<file path="src/rtl/harmonic_mixer_sequencer.sv">
// ============================================================================
// Module      : harmonic_mixer_sequencer
// Description : Additive-synthesis sample sequencer. Per sample_tick it reads
//               a per-instrument harmonic descriptor from an external ROM,
//               fetches sine samples for harmonics 1..4 of the fundamental
//               phase, accumulates signed weighted sums, scales by 1/128 with
//               saturation and presents the result on a valid/ready port.
//               Optional macro HARMONIC_SKIP_ZERO_EN skips sine requests for
//               harmonics whose weight is zero.
// Revision    : 1.0 - initial release
// ============================================================================
`default_nettype none

module harmonic_mixer_sequencer #(
  parameter int PHASE_W = 16,
  parameter int SIN_W   = 16
) (
  input  logic                      clk,
  input  logic                      rst,
  input  logic                      sample_tick,
  input  logic [2:0]                metadata,
  input  logic [PHASE_W-1:0]        phase,
  output logic [2:0]                rom_metadata,
  input  logic [31:0]               rom_dout,
  output logic                      sin_req,
  output logic [PHASE_W-1:0]        sin_addr,
  input  logic                      sin_ack,
  input  logic signed [SIN_W-1:0]   sin_data,
  output logic signed [SIN_W-1:0]   sample_out,
  output logic                      sample_valid,
  input  logic                      sample_ready,
  output logic                      busy,
  output logic                      overrun
);

  // Worst case |sin| * 127 * 4 needs SIN_W+9 bits; one spare bit of headroom.
  localparam int ACC_W = SIN_W + 10;

  typedef enum logic [2:0] {
    IDLE   = 3'd0,
    ROM_RD = 3'd1,
    LOAD   = 3'd2,
    REQ    = 3'd3,
    SCALE  = 3'd4,
    OUT    = 3'd5
  } state_t;

  state_t state;
  state_t state_nxt;

  logic [PHASE_W-1:0]      phase_q;
  logic [3:0][6:0]         weights;
  logic [3:0]              negs;
  logic [3:0]              pending;    // harmonics still to be fetched, bit0 = k=1
  logic signed [ACC_W-1:0] acc;

  logic [3:0][6:0]         rom_w;
  logic [3:0]              rom_neg;
  logic [3:0]              load_mask;
  logic [1:0]              cur;        // k-1 of the harmonic being fetched
  logic [3:0]              cur_onehot;
  logic signed [7:0]       w_s;
  logic signed [SIN_W+7:0] prod;
  logic signed [ACC_W-1:0] term;
  logic signed [ACC_W-1:0] shifted;
  logic [SIN_W-1:0]        sat;

  // Unpack the ROM word: {w1,w2,w3,w4,neg1,neg2,neg3,neg4}
  always_comb begin
    rom_w[0]   = rom_dout[31:25];
    rom_w[1]   = rom_dout[24:18];
    rom_w[2]   = rom_dout[17:11];
    rom_w[3]   = rom_dout[10:4];
    rom_neg[0] = rom_dout[3];
    rom_neg[1] = rom_dout[2];
    rom_neg[2] = rom_dout[1];
    rom_neg[3] = rom_dout[0];
`ifdef HARMONIC_SKIP_ZERO_EN
    load_mask  = {|rom_w[3], |rom_w[2], |rom_w[1], |rom_w[0]};
`else
    load_mask  = 4'b1111;
`endif
  end

  // Current harmonic is the lowest one still pending; address is phase*k mod 2^PHASE_W
  always_comb begin
    cur        = 2'd0;
    cur_onehot = 4'b0001;
    casez (pending)
      4'b???1: begin cur = 2'd0; cur_onehot = 4'b0001; end
      4'b??10: begin cur = 2'd1; cur_onehot = 4'b0010; end
      4'b?100: begin cur = 2'd2; cur_onehot = 4'b0100; end
      4'b1000: begin cur = 2'd3; cur_onehot = 4'b1000; end
      default: begin cur = 2'd0; cur_onehot = 4'b0001; end
    endcase
    case (cur)
      2'd0:    sin_addr = phase_q;
      2'd1:    sin_addr = phase_q << 1;
      2'd2:    sin_addr = phase_q + (phase_q << 1);
      default: sin_addr = phase_q << 2;
    endcase
  end

  // Signed weighted term and the floor-scaled, saturated result
  always_comb begin
    w_s     = signed'({1'b0, weights[cur]});
    prod    = sin_data * w_s;
    term    = negs[cur] ? -{{2{prod[SIN_W+7]}}, prod} : {{2{prod[SIN_W+7]}}, prod};
    shifted = acc >>> 7;
    if ((&shifted[ACC_W-1:SIN_W-1]) || (~|shifted[ACC_W-1:SIN_W-1]))
      sat = shifted[SIN_W-1:0];
    else if (acc[ACC_W-1])
      sat = {1'b1, {(SIN_W-1){1'b0}}};
    else
      sat = {1'b0, {(SIN_W-1){1'b1}}};
  end

  // State register
  always_ff @(posedge clk or posedge rst) begin
    if (rst) state <= IDLE;
    else     state <= state_nxt;
  end

  // Next-state and handshake outputs
  always_comb begin
    state_nxt    = state;
    sin_req      = 1'b0;
    sample_valid = 1'b0;
    busy         = (state != IDLE);
    case (state)
      IDLE:   if (sample_tick) state_nxt = ROM_RD;
      ROM_RD: state_nxt = LOAD;
      LOAD:   state_nxt = (load_mask == 4'b0000) ? SCALE : REQ;
      REQ: begin
        sin_req = 1'b1;
        if (sin_ack && ((pending & ~cur_onehot) == 4'b0000)) state_nxt = SCALE;
      end
      SCALE:  state_nxt = OUT;
      OUT: begin
        sample_valid = 1'b1;
        if (sample_ready) state_nxt = IDLE;
      end
      default: state_nxt = IDLE;
    endcase
  end

  // Datapath: latch request, load descriptor, accumulate, scale
  always_ff @(posedge clk or posedge rst) begin
    if (rst) begin
      rom_metadata <= '0;
      phase_q      <= '0;
      weights      <= '0;
      negs         <= '0;
      pending      <= '0;
      acc          <= '0;
      sample_out   <= '0;
    end else begin
      case (state)
        IDLE: if (sample_tick) begin
          rom_metadata <= metadata;
          phase_q      <= phase;
          acc          <= '0;
        end
        LOAD: begin
          weights <= rom_w;
          negs    <= rom_neg;
          pending <= load_mask;
        end
        REQ: if (sin_ack) begin
          acc     <= acc + term;
          pending <= pending & ~cur_onehot;
        end
        SCALE: sample_out <= signed'(sat);
        default: ;
      endcase
    end
  end

  // Sticky flag for ticks arriving while a sample is in progress
  always_ff @(posedge clk or posedge rst) begin
    if (rst)                              overrun <= 1'b0;
    else if (sample_tick && state != IDLE) overrun <= 1'b1;
  end

endmodule

`default_nettype wire
</file>
<file path="config.mk">
export PLATFORM = sky130hd
export DESIGN_NAME = harmonic_mixer_sequencer
export DESIGN_NICKNAME = d
export VERILOG_FILES = /design/src/rtl/harmonic_mixer_sequencer.sv
export SDC_FILE = /design/constraint.sdc
export NUM_CORES = 1
export LEC_CHECK = 0
export CAP_MARGIN = 20
export CORE_MARGIN = 2
export CORE_UTILIZATION = 54
export DETAILED_ROUTE_END_ITERATION = 6
export PLACE_DENSITY = 0.91
export SLEW_MARGIN = 20
export SYNTH_ARGS = -nofsm -noshare
export SYNTH_HDL_FRONTEND = slang
export SYNTH_SLANG_ARGS = --single-unit
export TNS_END_PERCENT = 30
</file>
<file path="constraint.sdc">
create_clock -name clk -period 8.41 [get_ports clk]
set_clock_uncertainty 0.15 [all_clocks]
set_input_delay 0.841 -clock clk [delete_from_list [all_inputs] [get_ports clk]]
set_output_delay 0.841 -clock clk [all_outputs]
set_load 0.01 [all_outputs]
</file>
# ---- Yosys cells after proc, flatten, opt, wreduce, memory -nomap -nowiden
# Index checks and enable logic that the tools add are counted.
dict set report totals {
  reg_bits 101
  inputBits 72
  out_inout_bits 39
  wordCells 70
}
dict set report op_classes {
  add_sub_neg 3
  multipliers 1
  magnitude_cmp 1
  n_eq_ne 14
  n_mux 21
  bitwise_logic 2
  n_reduce_logical 16
}
# cell count
set op_table {}
lappend op_table {{$mux W26} 3}
lappend op_table {{$pmux W26 S2} 1}
lappend op_table {{$pmux W16 S3} 1}
lappend op_table {{$mux W16} 2}
lappend op_table {{$add A26 B26 Y26} 1}
lappend op_table {{$neg A26 Y26} 1}
lappend op_table {{$mul A16 B8 Y24} 1}
lappend op_table {{$pmux W3 S6} 1}
lappend op_table {{$add A16 B16 Y16} 1}
lappend op_table {{$bmux W7 S2} 1}
lappend op_table {{$pmux W4 S3} 1}
lappend op_table {{$eq A3 B3 Y1 const B} 3}
lappend op_table {{$mux W3} 3}
lappend op_table {{$ne A2 B2 Y1 const B} 4}
lappend op_table {{$pmux W4 S2} 1}
lappend op_table {{$mux W7} 1}
lappend op_table {{$eq A3 B2 Y1 const B} 2}
lappend op_table {{$pmux W2 S3} 1}
lappend op_table {{$reduce_and A3 Y1} 2}
lappend op_table {{$and A4 B4 Y4} 1}
lappend op_table {{$eq A2 B2 Y1 const B} 2}
lappend op_table {{$eq A4 B4 Y1 const B} 1}
lappend op_table {{$logic_not A4 Y1} 1}
lappend op_table {{$mux W4} 1}
lappend op_table {{16 further kinds} 21}

# ---- Logic depth before layout (Yosys ltp)
# Gate-level depths: netlist (run 1).
dict set report logic_depth {
  word_depth 10
  depth_mapped 37
  depth_no_buf 35
}

# ---- Worst setup path after synthesis (run 1)
# Ideal clock, no wire load.
dict set report synth_timing {
  kind {register to register}
  startpoint {register pending[1]}
  endpoint {register acc[25]}
  setup_ns 0.120
  arrival_ns 9.051
  t_required_ns 8.140
  slack_ns -0.911
  stages_incl_launch_ff 37
  n_path_buf 3
  period_less_slack_ns 9.321
  cell_sequence {dfrtp_1 > nor2_1 > nand3b_1 > nand2_1 > clkbuf_1 > a211oi_1 > a31oi_1 > clkbuf_1 > nand2_1 > fa_1 > fa_1 > inv_1 > fa_1 > inv_1 > fa_1 > inv_1 > ha_1 > buf_6 > nor2b_1 > a221o_1 > nor3b_2 > nand4_2 > nor4_4 > nand4_1 > o21a_1 > xor2_1 > ha_1 > a2111oi_1 > nor2b_1 > a311oi_1 > a21boi_1 > a311o_1 > a31o_2 > a31oi_1 > nor3_1 > a221o_1 > a31o_1}
}
dict set report synth_between {
  elab_chain_cells 10
  word_cells_on_any_way 14
  cone_classes {add/sub: 2; mul: 1; eq/ne: 3; mux: 8}
}
# item line_no
set synth_lines {}
lappend synth_lines {{start, declared} 54} ;# logic [3:0] pending;
lappend synth_lines {{start signal, assigned} 167} ;# pending <= load_mask;
lappend synth_lines {{start signal, assigned} 171} ;# pending <= pending & ~cur_onehot;
lappend synth_lines {{$eq A4 B4 Y1 (tied with other cells)} 89} ;# casez (pending)
lappend synth_lines {{$pmux W2 S3 (*)} 89}
lappend synth_lines {{$bmux W7 S2} 106} ;# w_s = signed'({1'b0, weights[cur]});
lappend synth_lines {{$mux W7 (not written as such)} 106}
lappend synth_lines {{$mul A16 B8 Y24} 107} ;# prod = sin_data * w_s;
lappend synth_lines {{$neg A26 Y26} 108} ;# term = negs[cur] ? -{{2{prod[SIN_W+7]}}, prod} : {{2{prod[SIN_W+7]}}, prod};
lappend synth_lines {{$mux W26 (*)} 108}
lappend synth_lines {{$add A26 B26 Y26 (*)} 170} ;# acc <= acc + term;
lappend synth_lines {{$mux W26 (*)} 169} ;# REQ: if (sin_ack) begin
lappend synth_lines {{$pmux W26 S2 (*)} 158} ;# case (state)
lappend synth_lines {{end signal, assigned} 170}
lappend synth_lines {{end, declared} 55} ;# logic signed [ACC_W-1:0] acc;
# Mark *: on every way between the ends. The rest lies on a longest branch, timed or not. The select of a mux whose other input is x is not followed.
# A chain may end at the register's enable or synchronous reset.

# ---- Final worst setup path (run 1)
dict set report layout_timing {
  startpoint {register pending[3]}
  endpoint {register acc[25]}
}
dict set report layout_between {
  elab_chain_cells 10
  word_cells_on_any_way 12
  cone_classes {add/sub: 2; mul: 1; eq/ne: 1; mux: 8}
}
# item line_no
set layout_lines {}
lappend layout_lines {{$eq A4 B4 Y1 (*)} 89}
lappend layout_lines {{$pmux W2 S3 (*)} 89}
lappend layout_lines {{$bmux W7 S2} 106}
lappend layout_lines {{$mux W7 (not written as such)} 106}
lappend layout_lines {{$mul A16 B8 Y24} 107}
lappend layout_lines {{$neg A26 Y26} 108}
lappend layout_lines {{$mux W26 (*)} 108}
lappend layout_lines {{$add A26 B26 Y26 (*)} 170}
lappend layout_lines {{$mux W26 (*)} 169}
lappend layout_lines {{$pmux W26 S2 (*)} 158}
# Marked as above.

==> impl_metrics.json, run 1 <==
{
  "status": "complete, but fails checks",
  "violations": "negative setup slack",
  "hp-class": "reg -> reg",
  "antenna_left": 0,
  "fin_crit_ns": 8.72,
  "finalSetupViolations": 1,
  "clkLatencyLatePin_ns": 0.37,
  "place_area_um2": 13500,
  "slowest_stage": "dfrtp_1",
  "required_ns": 8.52,
  "min-delay-start": "overrun$_DFFE_PP0P_",
  "yosys.area_share.simple_pct": 18.0,
  "synth_common_cells": "inv_1, nand2_1, dfrtp_1, and2_1, ha_1",
  "clock-sinks": 101,
  "crit_path_start_kind": "register",
  "critical_path_class": "reg -> reg",
  "die_area_um2": 22300,
  "antenna_found_initial": 0,
  "post_drt_wl_per_cell_um": 18.9,
  "drt_iter0_drc": 967,
  "dp_hpwl_um": 22800,
  "worstHoldEndpoint": "overrun$_DFFE_PP0P_",
  "final.setup.tns_ns": -0.305,
  "synth_top_family_by_area": "adder cells",
  "crit_buf_inv": 10,
  "grt_pass1_wl_um": 49500,
  "cts.reportedPaths.clkPinSlew_ns": 0.09,
  "critPathMaxStageDelay_ns": 0.56,
  "synthTopCellsByArea": "dfrtp_1, fa_1, ha_1",
  "async_flop_share_pct": 100,
  "io_pins": 111,
  "crit_path_frequent_cell": "buf_4",
  "synth_nets": 1524,
  "syn_inst": 1275,
  "initial_core_util_pct": 54.6,
  "hold_viol": 0,
  "vias": 10574,
  "synth-seq-cells": 101,
  "coreArea_um2": 20900,
  "yosysMostFrequentCell": "inv_1",
  "grt_overflow_total": 0,
  "grt_max_degree": 73,
  "maxCapViolations": 0,
  "ys_seq_area_share_pct": 22.2,
  "synth_top_area_share_pct": 22.2,
  "numCtsBuffers": 9,
  "critPathArrivalTime_ns": 8.82,
  "tightest_slew_ns": 1.02,
  "rrSetupSlack_ns": -0.31,
  "nFillCells": 1405,
  "yosys_most_used_dff": "dfrtp_1",
  "clockBufferDepth": 2,
  "fp.dieH_um": 149,
  "drt-pass1-iter-count": 7,
  "root_buffer": "clkbuf_16",
  "muxShareOfSynthArea_pct": 5.50,
  "maxSlewHeadroom_pct": 30.3,
  "antennaDiodeCount": 0,
  "ys.warnings.count": 0,
  "grtUsageTotal_pct": 27.4,
  "yosys.area.top_type": "dfrtp_1",
  "drc": 0,
  "grt_pass1_vias": 10536,
  "cts_tree": "built",
  "stdcell_area_um2": 14300,
  "endpoint_kind": "register",
  "reg2regPathDepth": 38,
  "synth_xor_area_share_pct": 5.37,
  "synth_cell_types": 81,
  "holdWs_ns": 0.326,
  "timing.fmax_mhz": 115,
  "path_max_fanout": 8,
  "syn_to_final_growth_pct": 25.5,
  "synth-edff-count": 0,
  "port_buffers": 110,
  "post-route-period-util_pct": 104,
  "rows": 53,
  "synth_area_um2": 11400,
  "hold_buffers": 0,
  "regArea_um2": 2530,
  "final_layout_size_suffix_gt1_share_pct": 18.9,
  "slew_viol_final": 0,
  "die_x_um": 149,
  "holdPathStages": 1,
  "rsz0062_at_grt": "true",
  "multiInputGateArea_um2": 8600,
  "wl_um": 32800,
  "fin_ws_ns": -0.305,
  "synth_fa_ha_area_share_pct": 25.2,
  "r2r-end": "acc[25]$_DFFE_PP0P_",
  "routabilityCongestion": 0.936,
  "rr_startpoint": "pending[3]$_DFFE_PP0P_",
  "synth_compound_area_share_pct": 17.0,
  "crit_family": "adder cells",
  "htree_num_levels": 3,
  "avgViaCountPerCell": 6.09,
  "layout.nets": 1705,
  "avgSynthCellArea_um2": 8.94
}
-- area by class of cell --
class,count,area share (%)
sequential,101,17.7
tap,275,2.41
clock inverter,7,0.656
clock buffer,9,1.57
multi-input combinational,976,60.2
inverter,156,4.11
timing repair buffer,212,13.4
-- placed cells by master (no fill, tap or decap), types with 5 or more instances in the layout --
cell	n
inv_1	148
nand2_1	110
clkdlybuf4s50_1	110
dfrtp_1	99
buf_4	96
and2_1	88
fa_1	86
ha_1	78
a21oi_1	73
nor2_1	65
mux2_2	53
o21ai_0	40
xnor2_1	39
xor2_1	26
and3_1	23
a21o_1	22
nor3_1	18
nand3_1	18
a221oi_1	11
a211oi_2	10
ha_4	10
o21a_1	9
a31oi_1	9
clkbuf_16	9
or3_1	7
or2_2	7
inv_2	7
nor2b_1	6
o31ai_1	6
o21bai_1	6
nand2b_1	5
a221o_1	5
nand2_2	5
nand4_1	5
-- sequential cells by signal, indices dropped and copies added (netlist names), 3 cells and up --
register,cells
negs,4
weights,28
state,3
acc,26
phase_q,16
pending,4
sample_out,16
rom_metadata,3
-- worst max-delay path by stage --
stage	from	endpoint	slack, ns	depth (start not counted)
floorplan	pending[0]$_DFFE_PP0P_	acc[25]$_DFFE_PP0P_	0.003	35
global placement	pending[1]$_DFFE_PP0P_	acc[25]$_DFFE_PP0P_	0.08	33
detailed placement	pending[1]$_DFFE_PP0P_	acc[25]$_DFFE_PP0P_	-0.16	33
CTS	pending[0]$_DFFE_PP0P_	acc[25]$_DFFE_PP0P_	-0.07	33
global route	pending[3]$_DFFE_PP0P_	acc[25]$_DFFE_PP0P_	-0.58	36
finish	pending[3]$_DFFE_PP0P_	acc[25]$_DFFE_PP0P_	-0.31	38
-- kinds of logic (layout without fill, tap and decap cells) --
kind of cell,Yosys count,after routing
AOI/OAI and AO/OA,274,274
and+or+nand+nor,399,400
DFF,101,101
adders and majority gates,177,177
muxes,56,56
xor gates and xnor gates,69,69
buffers and inverters,199,384
-- per-stage QoR --
stage	worst slack, ns	utilization [%]	std cells
2_1_floorplan	0.00269	-	1275
3_3_place_gp	0.0814	64.4	1699
3_5_place_dp	-0.161	64.4	1699
4_1_cts	-0.0736	66.6	1720
5_1_grt	-0.580	68.5	1736
6_report	-0.305	68.5	1736
-- per-layer routing --
layer	vias up	wire length [um]	track usage [%]
li1	4739	-	-
met1	5108	12900	33.5
met2	559	16500	49.0
met3	168	1880	3.79
met4	0	1510	10.5
met5	-	0	0
-- what timing repair did --
item,4_1_cts,5_1_grt
pin swaps,9,38
endpoints found under the setup margin,1,7
buffers inserted,5,15
gates resized for setup,16,57
cloned,0,1
Power of run 1 is left out: the tool's default activity adds up to more than one toggle a clock period on the data nets, which glitch-free logic cannot reach.
==> run 2: changes to the inputs <==
--- a/config.mk
+++ b/config.mk
@@ -7,9 +7,9 @@
 export LEC_CHECK = 0
 export CAP_MARGIN = 20
 export CORE_MARGIN = 2
-export CORE_UTILIZATION = 54
+export CORE_UTILIZATION = 61
 export DETAILED_ROUTE_END_ITERATION = 6
-export PLACE_DENSITY = 0.91
+export PLACE_DENSITY = 0.95
 export SLEW_MARGIN = 20
 export SYNTH_ARGS = -nofsm -noshare
 export SYNTH_HDL_FRONTEND = slang
==> constraint.sdc (replaced) <==
create_clock -name clk -period 10.24 [get_ports clk]
set_clock_uncertainty 0.15 [all_clocks]
set_input_delay 1.024 -clock clk [delete_from_list [all_inputs] [get_ports clk]]
set_output_delay 1.024 -clock clk [all_outputs]
set_load 0.01 [all_outputs]
==> run 2 against run 1 <==
  * The run now ends clean
  * Cell count shrank 7.7%
  * Global-route usage grew 3.2 points
  * First-iteration DRC count shrank 15%
  * Core utilization grew 3.4 points
  * Non-clock buffer count shrank 86
  * Critical path depth shrank 3
  * Wire length shrank 10%
  * Maximum frequency shrank 11%
  * Sequential cell count is the same
  * Hold slack gained 0.023 ns
==> impl_metrics.json, run 2 (synthesis gave the netlist of run 1 again) <==
{
  "maxSlewHeadroom_pct": 32.3,
  "layout.nets": 1618,
  "holdPathStages": 2,
  "fp.dieH_um": 141,
  "reg2regPathDepth": 35,
  "crit_buf_inv": 5,
  "path_depth": 35,
  "fin_ws_ns": 0.471,
  "die_area_um2": 19800,
  "final_layout_size_suffix_gt1_share_pct": 8.59,
  "top_layer": "met4",
  "grt_max_degree": 59,
  "grt_pass1_wl_um": 49300,
  "post_drt_wl_per_cell_um": 18.4,
  "grtUsageTotal_pct": 30.6,
  "r2r-end": "acc[25]$_DFFE_PP0P_",
  "clock-sinks": 101,
  "slew_viol_final": 0,
  "startpoint": "pending[1]$_DFFE_PP0P_",
  "slowest_stage": "fa_1",
  "dp_hpwl_um": 22200,
  "antenna_found_initial": 0,
  "fin_cells": 1603,
  "tightest_slew_ns": 0.987,
  "path_max_fanout": 16,
  "critical_path_class": "reg -> reg",
  "fin_crit_ns": 9.77,
  "finalSetupViolations": 0,
  "rows": 49,
  "endpoint_kind": "register",
  "hp-class": "reg -> reg",
  "root_buffer": "clkbuf_16",
  "cts.reportedPaths.clkPinSlew_ns": 0.07,
  "io_pins": 111,
  "wl_um": 29500,
  "final_util_pct": 71.9,
  "die_x_um": 141,
  "final_cell_mix": "inv_1, nand2_1, clkdlybuf4s50_1",
  "wl_met2_um": 14600,
  "syn_to_final_growth_pct": 14.5,
  "pre_cts_slack_ns": 0.208,
  "critPathArrivalTime_ns": 9.86,
  "grt_pass1_vias": 10001,
  "antenna_left": 0,
  "reg_top3": "weights x28, acc x26",
  "post-route-period-util_pct": 95.4,
  "required_ns": 10.33,
  "crit_family": "compound AO/OA/AOI/OAI gates",
  "final_common_cell": "inv_1",
  "crit_end": "acc[25]$_DFFE_PP0P_",
  "rrSetupSlack_ns": 0.47,
  "status": "finished, final reports clean",
  "wl_met1_um": 12100,
  "maxCapViolations": 0,
  "antennaDiodeCount": 0,
  "grt_overflow_total": 0,
  "timing.fmax_mhz": 102,
  "crit_path_start_kind": "register",
  "dp.cells": 1587,
  "drc": 0,
  "largest_reg_flops": 28,
  "crit_path_frequent_cell": "inv_1",
  "hold_viol": 0,
  "critPathMaxStageDelay_ns": 0.53,
  "avgViaCountPerCell": 6.25,
  "numCtsBuffers": 9,
  "drt_iter0_drc": 822,
  "regMostFlops": "weights",
  "drt-pass1-iter-count": 5,
  "initial_core_util_pct": 62.8,
  "vias": 10013,
  "clkLatencyLatePin_ns": 0.36,
  "clockBufferDepth": 2,
  "coreArea_um2": 18100,
  "rr_startpoint": "pending[1]$_DFFE_PP0P_",
  "port_buffers": 110,
  "cts_tree": "built",
  "wl_met3_um": 1700,
  "routabilityCongestion": 0.982,
  "htree_num_levels": 3
}
[run 2: changes by cell type in the layout (fill, tap and decap cells not counted), moves of 5 or more]
cell      before  now
a211oi_1       4   13
a211oi_2      10    1
buf_4         96   16
ha_1          78   89
ha_4          10    0
inv_1        148  155
inv_2          7    0
nand2_2        5    0
[run 2: tightest hold or removal path: cells and delay by family, from the launching register on]
family | cells | cell delay, ns
flip-flops | 1 | 0.36
AO/OA/AOI/OAI | 1 | 0.06
AND/OR/NAND/NOR | 1 | 0.05
[run 2: worst min-delay path by stage]
stage                             start             endpoint
floorplan            acc[4]$_DFFE_PP0P_   acc[4]$_DFFE_PP0P_
global placement    overrun$_DFFE_PP0P_  overrun$_DFFE_PP0P_
detailed placement  overrun$_DFFE_PP0P_  overrun$_DFFE_PP0P_
CTS                 overrun$_DFFE_PP0P_  overrun$_DFFE_PP0P_
global route        overrun$_DFFE_PP0P_  overrun$_DFFE_PP0P_
finish               acc[4]$_DFFE_PP0P_   acc[4]$_DFFE_PP0P_
[run 2: layout make-up]
class / instances / area (um^2)
inverters: 156 / 588
repair buffers: 126 / 1220
clock buffers: 11 / 233
clock inverters: 5 / 58.8
well taps: 229 / 287
fillers: 1250 / 5100
flip-flops and latches: 101 / 2530
multi-input cells: 975 / 8130
[run 2: what timing repair did]
item                       4_1_cts  5_1_grt
gates cloned                     0        0
hold buffers                     0        0
setup buffers                    0        0
resized for setup                1        7
pin swaps                        0        0
setup endpoints to repair        1        2
[run 2: metrics by stage]
stage                     setup TNS [ns]  hold slack (ns)  cell area (um^2)
after floorplan                        0            0.305             11400
after global placement                 0            0.297             12700
after detailed placement               0            0.331             12700
after CTS                              0            0.348             13000
after global routing             -0.0394            0.364             13000
final                                  0            0.349             13000
[run 2: metal layers]
metal,vias up,track usage (%)
met5,-,0
met4,0,11.2
met3,120,3.06
met2,450,52.8
met1,4883,40.2
li1,4560,-
Power of run 2 is left out for the same reason.
